$ cat config.mk
export PLATFORM = sky130hd
export DESIGN_NAME = r4_frame_loader
export DESIGN_NICKNAME = d
export VERILOG_FILES = /design/src/rtl/r4_frame_loader.sv
export SDC_FILE = /design/constraint.sdc
export NUM_CORES = 1
export LEC_CHECK = 0
export BUFFER_PORTS_ARGS = -buffer_cell sky130_fd_sc_hd__buf_2
export CAP_MARGIN = 20
export CORE_UTILIZATION = 50
export CTS_CLUSTER_SIZE = 8
export DETAILED_ROUTE_END_ITERATION = 6
export GPL_TIMING_DRIVEN = 0
export HOLD_SLACK_MARGIN = 0.12
export PLACE_DENSITY_LB_ADDON = 0.25
export SLEW_MARGIN = 20
export SYNTH_ARGS = -nofsm -noshare
export SYNTH_HDL_FRONTEND = slang
export SYNTH_SLANG_ARGS = --single-unit
$ cat constraint.sdc
create_clock -name wb_clk_i -period 5.94 [get_ports wb_clk_i]
set_input_delay 0.594 -clock wb_clk_i [delete_from_list [all_inputs] [get_ports wb_clk_i]]
set_output_delay 0.594 -clock wb_clk_i [all_outputs]
set_load 0.02 [all_outputs]
$ cat src/rtl/r4_frame_loader.sv
// ----------------------------------------------------------------------------
// r4_frame_loader
//
// Purpose:
//   Feeds the radix-4 butterfly stage. One complex DW-bit sample is accepted
//   per input transfer and four consecutive samples are packed into a frame.
//   Completed frames are held in a two-entry ping-pong buffer (A = 0, B = 1)
//   and presented as parallel operands xr0..xr3 / xi0..xi3 under their own
//   valid/ready handshake.
//
// Handshakes (both streams): a transfer happens on a rising edge of wb_clk_i
//   where valid && ready are both high. valid may be raised without waiting
//   for ready; once raised, the offered data is held until the transfer.
//   in_ready and frm_valid are decoded from registers only, so there is no
//   combinational path from frm_ready to in_ready or from in_valid to
//   frm_valid.
//
// Ports:
//   wb_clk_i     in   1    clock, rising edge
//   wb_rst_i     in   1    synchronous active-high reset
//   in_valid     in   1    sample offered on in_re/in_im
//   in_ready     out  1    loader can accept a sample
//   in_sof       in   1    start of frame (qualified by in_valid)
//   in_re/in_im  in   DW   sample, two's complement
//   frm_valid    out  1    complete frame presented
//   frm_ready    in   1    butterfly consumes the frame
//   xr0..xr3     out  DW   frame real parts, slot 0..3
//   xi0..xi3     out  DW   frame imaginary parts, slot 0..3
//   sof_err      out  1    sticky: a frame was aborted by a mid-frame in_sof
//   frm_cnt      out  8    frames delivered, modulo 256
//   dbg_state_o  out  4    per-buffer state {buffer B, buffer A}
//
// Configuration:
//   R4_LOADER_DIGITREV_EN  when defined, input transfer k of a frame is stored
//                          in slot {k[0],k[1]} (order 0,2,1,3); otherwise
//                          sample k goes to slot k.
// ----------------------------------------------------------------------------
module r4_frame_loader #(
    parameter int DW = 4
) (
    input  logic          wb_clk_i,
    input  logic          wb_rst_i,
    input  logic          in_valid,
    output logic          in_ready,
    input  logic          in_sof,
    input  logic [DW-1:0] in_re,
    input  logic [DW-1:0] in_im,
    output logic          frm_valid,
    input  logic          frm_ready,
    output logic [DW-1:0] xr0,
    output logic [DW-1:0] xr1,
    output logic [DW-1:0] xr2,
    output logic [DW-1:0] xr3,
    output logic [DW-1:0] xi0,
    output logic [DW-1:0] xi1,
    output logic [DW-1:0] xi2,
    output logic [DW-1:0] xi3,
    output logic          sof_err,
    output logic [7:0]    frm_cnt,
    output logic [3:0]    dbg_state_o
);

    // Per-buffer life cycle. FILLING is not stored: it is implied by the
    // buffer being wr_sel with a non-zero slot count.
    typedef enum logic [1:0] {
        BUF_EMPTY   = 2'd0,
        BUF_FILLING = 2'd1,
        BUF_FULL    = 2'd2
    } buf_state_e;

    // ------------------------------------------------------------------
    // State registers
    // ------------------------------------------------------------------
    logic [DW-1:0] buf_re_q [2][4];
    logic [DW-1:0] buf_im_q [2][4];
    logic [1:0]    full_q,    full_d;
    logic          wr_sel_q,  wr_sel_d;
    logic          rd_sel_q,  rd_sel_d;
    logic [1:0]    slot_q,    slot_d;
    logic          sof_err_q, sof_err_d;
    logic [7:0]    frm_cnt_q, frm_cnt_d;

    // ------------------------------------------------------------------
    // Decoded control
    // ------------------------------------------------------------------
    logic       in_fire;
    logic       out_fire;
    logic       is_abort;
    logic       frame_done;
    logic [1:0] wr_slot;

    assign in_ready  = !full_q[wr_sel_q];
    assign frm_valid = full_q[rd_sel_q];

    always_comb begin
        in_fire    = in_valid && in_ready;
        out_fire   = frm_valid && frm_ready;
        // An sof on slot 0 is the normal frame start; anywhere else it
        // restarts the frame in the same buffer.
        is_abort   = in_sof && (slot_q != 2'd0);
        frame_done = !is_abort && (slot_q == 2'd3);

        if (is_abort) begin
            wr_slot = 2'd0;
        end else begin
`ifdef R4_LOADER_DIGITREV_EN
            wr_slot = {slot_q[0], slot_q[1]};
`else
            wr_slot = slot_q;
`endif
        end
    end

    // ------------------------------------------------------------------
    // Next-state logic
    // ------------------------------------------------------------------
    always_comb begin
        full_d    = full_q;
        wr_sel_d  = wr_sel_q;
        rd_sel_d  = rd_sel_q;
        slot_d    = slot_q;
        sof_err_d = sof_err_q;
        frm_cnt_d = frm_cnt_q;

        // Consume first: a completing write only ever targets wr_sel, and
        // when both flags are set in_ready is low, so the two updates never
        // touch the same flag in one cycle.
        if (out_fire) begin
            full_d[rd_sel_q] = 1'b0;
            rd_sel_d         = !rd_sel_q;
            frm_cnt_d        = frm_cnt_q + 8'd1;
        end

        if (in_fire) begin
            if (is_abort) begin
                sof_err_d = 1'b1;
                slot_d    = 2'd1;
            end else begin
                // Slot wraps 3 -> 0 naturally on frame completion.
                slot_d = slot_q + 2'd1;
            end
            if (frame_done) begin
                full_d[wr_sel_q] = 1'b1;
                wr_sel_d         = !wr_sel_q;
            end
        end
    end

    // ------------------------------------------------------------------
    // Registers
    // ------------------------------------------------------------------
    always_ff @(posedge wb_clk_i) begin
        if (wb_rst_i) begin
            full_q    <= 2'b00;
            wr_sel_q  <= 1'b0;
            rd_sel_q  <= 1'b0;
            slot_q    <= 2'd0;
            sof_err_q <= 1'b0;
            frm_cnt_q <= 8'd0;
            for (int b = 0; b < 2; b++) begin
                for (int s = 0; s < 4; s++) begin
                    buf_re_q[b][s] <= '0;
                    buf_im_q[b][s] <= '0;
                end
            end
        end else begin
            full_q    <= full_d;
            wr_sel_q  <= wr_sel_d;
            rd_sel_q  <= rd_sel_d;
            slot_q    <= slot_d;
            sof_err_q <= sof_err_d;
            frm_cnt_q <= frm_cnt_d;
            if (in_fire) begin
                buf_re_q[wr_sel_q][wr_slot] <= in_re;
                buf_im_q[wr_sel_q][wr_slot] <= in_im;
            end
        end
    end

    // ------------------------------------------------------------------
    // Outputs: operands come straight from the presented buffer's storage,
    // so they cannot change while the frame waits for frm_ready.
    // ------------------------------------------------------------------
    assign xr0 = buf_re_q[rd_sel_q][0];
    assign xr1 = buf_re_q[rd_sel_q][1];
    assign xr2 = buf_re_q[rd_sel_q][2];
    assign xr3 = buf_re_q[rd_sel_q][3];
    assign xi0 = buf_im_q[rd_sel_q][0];
    assign xi1 = buf_im_q[rd_sel_q][1];
    assign xi2 = buf_im_q[rd_sel_q][2];
    assign xi3 = buf_im_q[rd_sel_q][3];

    assign sof_err = sof_err_q;
    assign frm_cnt = frm_cnt_q;

    // ------------------------------------------------------------------
    // Debug view of the per-buffer state machines
    // ------------------------------------------------------------------
    function automatic buf_state_e state_of(input logic is_full,
                                            input logic is_filling);
        if (is_full) begin
            return BUF_FULL;
        end else if (is_filling) begin
            return BUF_FILLING;
        end
        return BUF_EMPTY;
    endfunction

    buf_state_e st_a;
    buf_state_e st_b;

    assign st_a = state_of(full_q[0], !wr_sel_q && (slot_q != 2'd0));
    assign st_b = state_of(full_q[1],  wr_sel_q && (slot_q != 2'd0));

    assign dbg_state_o = {st_b, st_a};

endmodule

==> results.md <==
- Worst r2r path cells: 6
- Final core occ: 61.3%
- VDD IR max: 0.134 mV
- Synthesized instance count: 269
- Synth Area per Inst: 13.3 sq um
- Critical path, cell by cell: inv_1 > ha_1 > nor2b_1 > buf_2 > o21ai_1 > o21bai_1
- I/O pin cnt: 60
- H-tree levels: 3
- Initial Utilization: 52.3%
- Post-CTS Repair Setup Buffers: 0
- Slew Limit Headroom: 44.8%
- Hold Path Sink: frm_cnt[7]
- Final Wtd Congestion: 0.796
- Worst Clk Skew: 0.00566 ns
- CP Launch Type: flop
- Seq cells post-synth: 80
- CTS clk-pin slew, worst paths: 0.07 ns
- Final setup fails: 0
- Setup_tns: 0 ns
- Origin of the worst setup path: slot_q[1]
- Die Ht: 86.7 microns
- Worst r2r src: slot_q[1]
- # DRC: 0
- Multiplexer share of the synthesized area: 11.0%
- Routed WL: 7360 microns
- Worst path slowest cell: o21bai_1
- Synth Flop Type: edfxtp_1
- Post-Place Cells: 422
- Initial antenna violation count: 0
- Post-synth cell types: 38
- Mapped Nets: 285
- P_leak: 0.00166 uW
- Total of max-cap violations: 0
- Post-Synth Simple-Gate Area: 15.9%
- Worst r2r dst: buf_im_q[1][12]
- # resized after CTS: 0
- Sinks on the clock net: 80
- Sequential share of the synthesized area: 62.5%
- CTS tree: yes
- Post-Synth XOR/XNOR Area: 0%
- Vias in the first global route: 2228
- Drt via density: 5.29
- Final Max Slew Viols: 0
- Synthesized area: 3590 sq um
- Pwr dens: 278 nW/um^2
- HP Class: reg -> reg
- Die width: 86.7 microns
- RSZ-0062 raised after global routing: no
- Hold path cells: 2
- GRT Total Usage: 21.1%
- Async S/R FF share, synth: 0%
- Post-synth EDFFs: 64
- Tcrit/Tclk final: 47.8%
- Buffers & Inverters on Critical Path: 2
- Core ar.: 6870 sq um
- Rows: 30
- Antenna Cells: 0
- Fmax: 0.352 GHz
- Worst R2R Setup Slack: 3.10 ns
- Detailed placer's ending HPWL: 4880 microns
- DR WL/cell: 16.8 microns
- Largest net degree at the start of global routing: 14
- # port buffers: 57
- YS warnings: 0
- Initial DRC count: 89
- Crit path DAT: 2.81 ns
- Crit path max-delay family: compound AO/OA/AOI/OAI gates
- Area growth, synth to finish: 17.4%
- Die ar.: 7520 sq um
- Status: complete, no violations
- Max Fanout on Critical Path: 10
- CTS Root Cell: clkbuf_8
- WS Path Type: reg -> reg
- Pre-antenna DRT Iters: 5
- Final net count: 353
- CP endpoint kind: flop
- Final hold violation count: 0
- Vias: 2315
- Crit path required time: 5.91 ns
- Measured slew at the worst slew-check pin: 0.826 ns
- Total CTS buffers: 9
- Clk buf depth: 2
- Final ANT Viol Nets: 0
- Total gr overflow: 0
- Cts hold-fix bufs: 0
- Post-Layout Cell Count: 438
- Worst-Skew Late Latency: 0.34 ns
- Synth Area in Adders: 1.05%
- Global-route wire length before repair: 11400 microns
- Biggest cell delay along the critical path: 0.76 ns
- Largest family of logic cells by synthesized area: simple AND/OR/NAND/NOR gates
- Min cycle time layout: 2.84 ns
- Compound-Gate Fraction of Synth Area: 5.72%
- Share of cells above drive strength 1: 35.1%
- Hold Startpoint: frm_cnt[7]
==> state kept, by name, indices dropped and copies added (netlist names), named ones only <==
name	cells
slot_q	2
buf_re_q	32
sof_err	1
frm_cnt	8
buf_im_q	32
wr_sel_q	1
full_q	2
rd_sel_q	1
==> worst max path at each step <==
stage / endpoint / slack [ns] / cells after the start
after floorplan: buf_im_q[1][12] / 3.67 / 6
after global placement: buf_im_q[1][14] / 3.22 / 6
after detailed placement: buf_im_q[1][14] / 3.12 / 6
after CTS: buf_im_q[1][14] / 3.10 / 6
after global routing: buf_im_q[1][14] / 2.88 / 6
final: buf_im_q[1][12] / 3.10 / 6
==> power by group <==
group          switching, uW  internal [uW]
clock                    185            243
combinational           68.5           35.3
sequential              8.47            633
==> cell usage in the layout (no fill, tap or decap), types with 2 or more instances in the layout <==
master,count
a21oi_1,12
a31o_2,2
a41o_1,2
and2_1,32
buf_1,3
buf_2,58
buf_6,3
clkbuf_1,10
clkbuf_8,11
dfxtp_1,16
edfxtp_1,64
ha_1,3
inv_1,15
mux2_2,33
nand2_1,2
nand3_1,4
nand4_1,4
nor2_1,12
nor2b_1,2
nor3_1,14
nor4_4,3
o21ai_0,5
o31ai_1,5
or2_2,3
or3_1,3
or4_1,5
==> cell families (layout without fill, tap and decap cells) <==
| family | count (synthesis) | in the layout |
|---|---|---|
| AOI/OAI and AO/OA | 32 | 32 |
| adders and majority gates | 3 | 3 |
| buffers and inverters | 30 | 103 |
| DFF | 80 | 80 |
| muxes | 35 | 35 |
| and+or+nand+nor | 89 | 89 |
==> worst min-delay path, cell delays in order (launching register included) <==
cell and delay (ns):
dfxtp_1 0.32, o31ai_1 0.06, a21oi_1 0.05
==> synth_stat cells (2+ instances only) <==
| master | n | area share, % |
|---|---|---|
| inv_1 | 15 | 1.6 |
| a41o_1 | 2 | 0.56 |
| a31o_2 | 2 | 0.49 |
| or4_1 | 5 | 1.0 |
| mux2_2 | 33 | 10 |
| or3_1 | 3 | 0.52 |
| dfxtp_1 | 16 | 8.9 |
| and2_1 | 32 | 5.6 |
| a21oi_1 | 12 | 1.7 |
| or2_2 | 3 | 0.52 |
| nor2_1 | 12 | 1.3 |
| nand3_1 | 4 | 0.56 |
| nor2b_1 | 2 | 0.35 |
| nor4_4 | 3 | 1.8 |
| nand4_1 | 4 | 0.70 |
| ha_1 | 3 | 1.0 |
| clkbuf_1 | 8 | 0.84 |
| nor3_1 | 14 | 2.0 |
| buf_1 | 3 | 0.31 |
| o31ai_1 | 5 | 1.0 |
| buf_6 | 3 | 0.94 |
| nand2_1 | 2 | 0.21 |
| edfxtp_1 | 64 | 54 |
| o21ai_0 | 5 | 0.70 |
==> layer usage <==
layer | vias up | track usage [%] | wire, microns
met5 | - | 0 | 0
met4 | 0 | 11.4 | 140
met3 | 9 | 3.62 | 277
met2 | 63 | 34.4 | 3690
met1 | 1120 | 27.0 | 3250
li1 | 1123 | - | -
==> final cells by class <==
cell class,instances,area (sq um)
flip-flops and latches,80,2240
multi-input cells,159,1210
well taps,96,120
clock inverters,2,35.0
plain buffers,15,80.1
clock buffers,14,184
repair buffers,57,285
inverters,15,56.3
fillers,564,2660
==> through the flow <==
| step | area [sq um] | total power (uW) | setup slack (ns) | hold WS [ns] |
|---|---|---|---|---|
| CTS | 4210 | 1180 | 3.10 | 0.483 |
| global route | 4210 | 1210 | 2.88 | 0.493 |
| finish | 4210 | 1170 | 3.10 | 0.480 |
| detailed placement | 4000 | 759 | 3.12 | 0.459 |
| floorplan | 3590 | 721 | 3.67 | 0.505 |
| global placement | 4000 | 756 | 3.22 | 0.452 |
No activity file was read; power rests on OpenSTA's default activity.
